===== src/rtl/ctrl_pkg.sv =====
// Shared encodings for the multi-cycle control unit: FSM states, opcodes,
// ALU codes, datapath select values and the per-state control word.
package ctrl_pkg;

  typedef enum logic [3:0] {
    S_FETCH, S_DECODE, S_MEMADR, S_MEMREAD, S_MEMWB, S_MEMWRITE,
    S_EXECUTER, S_EXECUTEI, S_ALUWB, S_BEQ, S_JAL
  } state_t;

  localparam logic [6:0] OP_LW  = 7'b0000011;
  localparam logic [6:0] OP_SW  = 7'b0100011;
  localparam logic [6:0] OP_R   = 7'b0110011;
  localparam logic [6:0] OP_I   = 7'b0010011;
  localparam logic [6:0] OP_BR  = 7'b1100011;
  localparam logic [6:0] OP_JAL = 7'b1101111;

  localparam logic [2:0] ALU_ADD = 3'b000;
  localparam logic [2:0] ALU_SUB = 3'b001;
  localparam logic [2:0] ALU_AND = 3'b010;
  localparam logic [2:0] ALU_OR  = 3'b011;
  localparam logic [2:0] ALU_SLT = 3'b101;

  localparam logic [1:0] ALUOP_ADD   = 2'b00;
  localparam logic [1:0] ALUOP_SUB   = 2'b01;
  localparam logic [1:0] ALUOP_FUNCT = 2'b10;

  localparam logic [1:0] RES_ALU_OUT    = 2'b00;
  localparam logic [1:0] RES_MEM        = 2'b01;
  localparam logic [1:0] RES_ALU_RESULT = 2'b10;

  localparam logic [1:0] SRCA_PC     = 2'b00;
  localparam logic [1:0] SRCA_OLD_PC = 2'b01;
  localparam logic [1:0] SRCA_RS1    = 2'b10;

  localparam logic [1:0] SRCB_RS2  = 2'b00;
  localparam logic [1:0] SRCB_IMM  = 2'b01;
  localparam logic [1:0] SRCB_FOUR = 2'b10;

  localparam logic [1:0] IMM_I = 2'b00;
  localparam logic [1:0] IMM_S = 2'b01;
  localparam logic [1:0] IMM_B = 2'b10;
  localparam logic [1:0] IMM_J = 2'b11;

  typedef struct packed {
    logic       adr_src;
    logic       mem_write;
    logic       ir_write;
    logic       reg_write;
    logic       pc_update;
    logic       branch;
    logic [1:0] result_src;
    logic [1:0] src_a;
    logic [1:0] src_b;
    logic [1:0] alu_op;
  } ctrl_t;

  // Opcode-independent part of the Moore outputs for each state.
  function automatic ctrl_t state_outs(state_t s);
    ctrl_t c;
    c = '0;
    case (s)
      S_FETCH: begin
        c.ir_write   = 1'b1;
        c.src_b      = SRCB_FOUR;
        c.result_src = RES_ALU_RESULT;
        c.pc_update  = 1'b1;
      end
      S_DECODE: begin
        c.src_a = SRCA_OLD_PC;
        c.src_b = SRCB_IMM;
      end
      S_MEMADR: begin
        c.src_a = SRCA_RS1;
        c.src_b = SRCB_IMM;
      end
      S_MEMREAD: c.adr_src = 1'b1;
      S_MEMWB: begin
        c.result_src = RES_MEM;
        c.reg_write  = 1'b1;
      end
      S_MEMWRITE: begin
        c.adr_src   = 1'b1;
        c.mem_write = 1'b1;
      end
      S_EXECUTER: begin
        c.src_a  = SRCA_RS1;
        c.alu_op = ALUOP_FUNCT;
      end
      S_EXECUTEI: begin
        c.src_a  = SRCA_RS1;
        c.src_b  = SRCB_IMM;
        c.alu_op = ALUOP_FUNCT;
      end
      S_ALUWB: c.reg_write = 1'b1;
      S_BEQ: begin
        c.src_a  = SRCA_RS1;
        c.alu_op = ALUOP_SUB;
        c.branch = 1'b1;
      end
      S_JAL: begin
        c.src_a     = SRCA_OLD_PC;
        c.src_b     = SRCB_FOUR;
        c.pc_update = 1'b1;
      end
      default: c = '0;
    endcase
    return c;
  endfunction

endpackage


===== src/rtl/alu_decoder.sv =====
// Maps the FSM's coarse alu_op plus instruction fields to an ALU operation.
module alu_decoder
  import ctrl_pkg::*;
(
  input  logic [1:0] alu_op,
  input  logic [2:0] funct3,
  input  logic       op5,
  input  logic       funct7_5,
  output logic [2:0] alu_control
);

  always_comb begin
    alu_control = ALU_ADD;
    case (alu_op)
      ALUOP_SUB: alu_control = ALU_SUB;
      ALUOP_FUNCT: begin
        case (funct3)
          // Only R-type with funct7[5] subtracts; addi never does.
          3'b000:  alu_control = (op5 && funct7_5) ? ALU_SUB : ALU_ADD;
          3'b010:  alu_control = ALU_SLT;
          3'b110:  alu_control = ALU_OR;
          3'b111:  alu_control = ALU_AND;
          default: alu_control = ALU_ADD;
        endcase
      end
      default: alu_control = ALU_ADD;
    endcase
  end

endmodule


===== src/rtl/control_unit.sv =====
// Multi-cycle RISC-V control FSM with retired-instruction counter and a
// sticky illegal-opcode flag; dbg_state exposes the current FSM state.
module control_unit
  import ctrl_pkg::*;
(
  input  logic        clk,
  input  logic        reset,
  input  logic [6:0]  op_code,
  input  logic [2:0]  funct3,
  input  logic [6:0]  funct7,
  input  logic        Zero,
  output logic        adr_src,
  output logic        mem_write,
  output logic        IR_write,
  output logic        reg_write,
  output logic        PC_write,
  output logic [1:0]  result_src,
  output logic [1:0]  alu_src_a,
  output logic [1:0]  alu_src_b,
  output logic [1:0]  imm_src,
  output logic [2:0]  alu_control,
  output logic [31:0] instr_retired,
  output logic        illegal_op,
  output logic [3:0]  dbg_state
);

  state_t state, nxt;
  ctrl_t  q;
  logic   taken, retire, legal;
  logic   unused_funct7;

  assign unused_funct7 = ^{funct7[6], funct7[4:0]};

  always_comb begin
    nxt = S_FETCH;
    case (state)
      S_FETCH: nxt = S_DECODE;
      S_DECODE: begin
        case (op_code)
          OP_LW, OP_SW: nxt = S_MEMADR;
          OP_R:         nxt = S_EXECUTER;
          OP_I:         nxt = S_EXECUTEI;
          OP_BR:        nxt = S_BEQ;
          OP_JAL:       nxt = S_JAL;
          default:      nxt = S_FETCH;
        endcase
      end
      S_MEMADR:                      nxt = (op_code == OP_SW) ? S_MEMWRITE : S_MEMREAD;
      S_MEMREAD:                     nxt = S_MEMWB;
      S_EXECUTER, S_EXECUTEI, S_JAL: nxt = S_ALUWB;
      default:                       nxt = S_FETCH;
    endcase
  end

  assign legal  = op_code inside {OP_LW, OP_SW, OP_R, OP_I, OP_BR, OP_JAL};
  assign retire = state inside {S_MEMWB, S_MEMWRITE, S_ALUWB, S_BEQ};

  // Control word is registered from the next state so it always matches state.
  always_ff @(posedge clk or negedge reset) begin
    if (!reset) begin
      state         <= S_FETCH;
      q             <= state_outs(S_FETCH);
      instr_retired <= '0;
      illegal_op    <= 1'b0;
    end else begin
      state <= nxt;
      q     <= state_outs(nxt);
      if (retire)
        instr_retired <= instr_retired + 32'd1;
      if (state == S_DECODE && !legal)
        illegal_op <= 1'b1;
    end
  end

  always_comb begin
    case (funct3)
      3'b000:  taken = Zero;
      3'b001:  taken = ~Zero;
      default: taken = 1'b0;
    endcase
  end

  // imm_src depends on the opcode held in the instruction register.
  always_comb begin
    imm_src = IMM_I;
    if (state == S_DECODE)
      imm_src = (op_code == OP_JAL) ? IMM_J : IMM_B;
    else if (state == S_MEMADR)
      imm_src = (op_code == OP_SW) ? IMM_S : IMM_I;
  end

  // Write enables are gated by reset directly so they drop the instant it asserts.
  assign mem_write  = q.mem_write & reset;
  assign IR_write   = q.ir_write & reset;
  assign reg_write  = q.reg_write & reset;
  assign PC_write   = (q.pc_update | (q.branch & taken)) & reset;
  assign adr_src    = q.adr_src;
  assign result_src = q.result_src;
  assign alu_src_a  = q.src_a;
  assign alu_src_b  = q.src_b;
  assign dbg_state  = state;

  alu_decoder u_alu_decoder (
    .alu_op      (q.alu_op),
    .funct3      (funct3),
    .op5         (op_code[5]),
    .funct7_5    (funct7[5]),
    .alu_control (alu_control)
  );

endmodule


===== config.mk =====
export PLATFORM = sky130hd
export DESIGN_NAME = control_unit
export DESIGN_NICKNAME = d
export VERILOG_FILES = /design/src/rtl/ctrl_pkg.sv /design/src/rtl/alu_decoder.sv /design/src/rtl/control_unit.sv
export SDC_FILE = /design/constraint.sdc
export NUM_CORES = 1
export LEC_CHECK = 0
export ABC_AREA = 1
export CORE_MARGIN = 2
export CORE_UTILIZATION = 45
export DETAILED_ROUTE_END_ITERATION = 10
export PLACE_DENSITY = 0.79
export SYNTH_ARGS = -nofsm -noshare
export SYNTH_HDL_FRONTEND = slang
export SYNTH_SLANG_ARGS = --single-unit

===== constraint.sdc =====
create_clock -name clk -period 1.45 [get_ports clk]
set_input_delay 0.29 -clock clk [delete_from_list [all_inputs] [get_ports clk]]
set_output_delay 0.29 -clock clk [all_outputs]
set_load 0.1 [all_outputs]

==> flow_metrics.env <==
export IMPL_drc=0
export IMPL_wl_per_cell_um=24.9
export IMPL_yosys_area_top_type="dfrtp_1"
export IMPL_yosysWarnings=0
export IMPL_max_vdd_ir_drop_uv=1400
export IMPL_die_height_um=84.4
export IMPL_status="finished, violations left"
export IMPL_pwr_share_comb_pct=54.7
export IMPL_fillerInstances=179
export IMPL_dp_cells=563
export IMPL_final_nets=554
export IMPL_r2r_end="alu_src_a[1]"
export IMPL_cts_sinks=50
export IMPL_drtIter0Drc=452
export IMPL_stdcell_count=609
export IMPL_seqPwrFrac_pct=30.1
export IMPL_synthToLayoutAreaGrowth_pct=103
export IMPL_portBuffers=66
export IMPL_synth_area_mm2=0.00291
export IMPL_slowest_stage="dfrtp_4"
export IMPL_rsz0062_at_grt="yes"
export IMPL_hp_class="in -> async"
export IMPL_grt_max_degree=24
export IMPL_design_area_mm2=0.00592
export IMPL_fmax_ghz=0.526
export IMPL_clockPowerShare_pct=15.2
export IMPL_h_tree_depth=2
export IMPL_p_sw_mw=2.81
export IMPL_reg2reg_from="dbg_state[2]"
export IMPL_wl_met1_um=4940
export IMPL_finish_utilization_pct=93.7
export IMPL_finalSetupViolCount=62
export IMPL_drive_above_1_share_pct=64.8
export IMPL_via_per_inst=6.08
export IMPL_fin_skew_ns=0.00616
export IMPL_core_mm2=0.00631
export IMPL_cts_root_buf="clkbuf_8"
export IMPL_period_needed_ns=1.90
export IMPL_overflow=0
export IMPL_tns_ns=-12.83
export IMPL_fin_hold_ws_ns=0.0638
export IMPL_clk_pin_slew_ns=0.10
export IMPL_r2r_slack_ns=-0.45
export IMPL_initial_core_util_pct=46.1
export IMPL_layout_common_cells="62 x nand2_1, 60 x buf_4, 55 x buf_12"
export IMPL_synth_distinct_cells=33
export IMPL_avgSynthCellArea_um2=7.87
export IMPL_antennaDiodeCount=0
export IMPL_dieWidth_um=84.4
export IMPL_tritoncts="built"
export IMPL_placementRows=29
export IMPL_cts_made_buffers=5
export IMPL_wl_um=15200
export IMPL_crit_start="dbg_state[2]"
export IMPL_internal_power_mw=3.30
export IMPL_relSlewSlack_pct=71.1
export IMPL_grt_pass1_vias=3556
export IMPL_drt_first_pass_iters=6
export IMPL_dr_wl_met3_um=1470
export IMPL_critPathMaxFanout=3
export IMPL_antenna_found_initial=0
export IMPL_gp_congestion=0.892
export IMPL_vias=3702
export IMPL_yosysSeqAreaShare_pct=43.2
export IMPL_critPathArrivalTime_ns=2.16
export IMPL_syn_inst=370
export IMPL_violations="setup timing"
export IMPL_grtUsageTotal_pct=31.9
export IMPL_worstPathCellList="buf_6 -> nor2_2 -> nand3_2 -> nor2_2 -> nand2_1 -> nand2_2 -> nand2_1 -> nor2_1 -> nor2_4 -> nand2_1"
export IMPL_clk_latency_ns=0.33
export IMPL_end_kind="flip-flop"
export IMPL_ys_seq_elements=50
export IMPL_switching_share_pct=46.0
export IMPL_post_place_ws_ns=-0.441
export IMPL_hold_viol=0
export IMPL_finalCritPeriodShare_pct=131
export IMPL_place_area_mm2=0.00500
export IMPL_setup_ws_ns=-0.450
export IMPL_required_ns=1.71
export IMPL_power_density_mw_per_mm2=1030
export IMPL_tightest_slew_ns=0.434
export IMPL_dr_wl_met2_um=7420
export IMPL_p_leak_nw=2.84
export IMPL_die_area_mm2=0.00713
export IMPL_ant_nets=0
export IMPL_syn_num_nets=393
export IMPL_crit_type="reg -> reg"
export IMPL_synth_top_area_share_pct=39.6
export IMPL_finalPower_mw=6.11
export IMPL_maxSlewViolCount=0
export IMPL_reg2regPathDepth=10
export IMPL_grt_pass1_wl_um=17800
export IMPL_maxCapViolCount=0
export IMPL_hpwl_um=6730
export IMPL_cp_slowest_stage_delay_ns=0.52
export IMPL_start_kind="flip-flop"
export IMPL_io_pins=73
export IMPL_final_common_cell="nand2_1"
export IMPL_synthTopCellsByArea="dfrtp_1 40%, nand2_1 13%, inv_1 7.0%"
export IMPL_cpMostUsedCell="nand2_1"
export IMPL_clk_path_buf_depth=2
export IMPL_dr_max_layer_used="met4"
[worst max path at each step]
stage,slack (ns),cells after the start,to
2_1_floorplan,-0.53,3,alu_control[1]
3_3_place_gp,-0.29,6,imm_src[0]
3_5_place_dp,-0.44,9,alu_src_b[1]
4_1_cts,-0.32,6,imm_src[0]
5_1_grt,-0.47,10,alu_src_a[1]
6_report,-0.45,10,alu_src_a[1]
[synthesized netlist by cell type (all sizes together)]
library cell and count:
o211ai 1, inv 62, dfstp 4, nand2 108, nor4 1, nor3 14, nor2 52, xnor2 4
a21boi 1, buf 7, xor2 22, nand3 26, o21ai 4, ha 3, nand3b 4, nand4 7
a21o 1, dfrtp 46, a21oi 3
[metal layers]
layer | GRT usage, % | vias to the layer above
met4 | 19.3 | 0
met3 | 6.29 | 132
met1 | 36.3 | 1787
met5 | 0 | -
li1 | - | 1449
met2 | 55.2 | 334
[final cells by class]
class	count	area [um2]	area share, %
repair buffers	161	2050	34.6
multi-input cells	251	2040	34.4
flip-flops and latches	50	1380	23.4
inverters	62	263	4.44
well taps	77	96.3	1.63
clock buffers	7	86.3	1.46
clock inverters	1	5.00	0.0846
[critical path, delay by kind of cell, from the launching register on]
family	cells	cell delay, ns
simple gates	9	1.19
flops	1	0.52
buf+inv	1	0.14
[flip-flops by register name (all words and copies together), names as in the netlist]
name,flops
instr_retired,32
q,6
dbg_state,4
alu_src_a,2
alu_src_b,2
result_src,2
adr_src,1
illegal_op,1
[kinds of logic after synthesis]
| group | synth area share, % |
|---|---|
| DFF | 43.2 |
| xor gates and xnor gates | 7.82 |
| AOI/OAI and AO/OA | 1.98 |
| and+or+nand+nor | 35.8 |
| adders and majority gates | 1.29 |
| buffers and inverters | 9.93 |
[power by group through the flow]
stage	Clock, mW	Sequential (mW)	Combinational [mW]
after floorplan	0	2.23	1.27
after detailed placement	0	1.83	2.82
after global placement	0	1.82	2.77
final	0.931	1.84	3.34
after CTS	0.872	1.80	3.01
after global routing	0.948	1.85	3.42
[what timing repair did]
action,4_1_cts,5_1_grt
hold buffers,1,0
gates resized for setup,43,104
setup endpoints to repair,33,61
hold endpoints to repair,5,0
pin swaps,16,37
buffers inserted,18,28
Note: power is estimated with default switching activity, not from simulation.
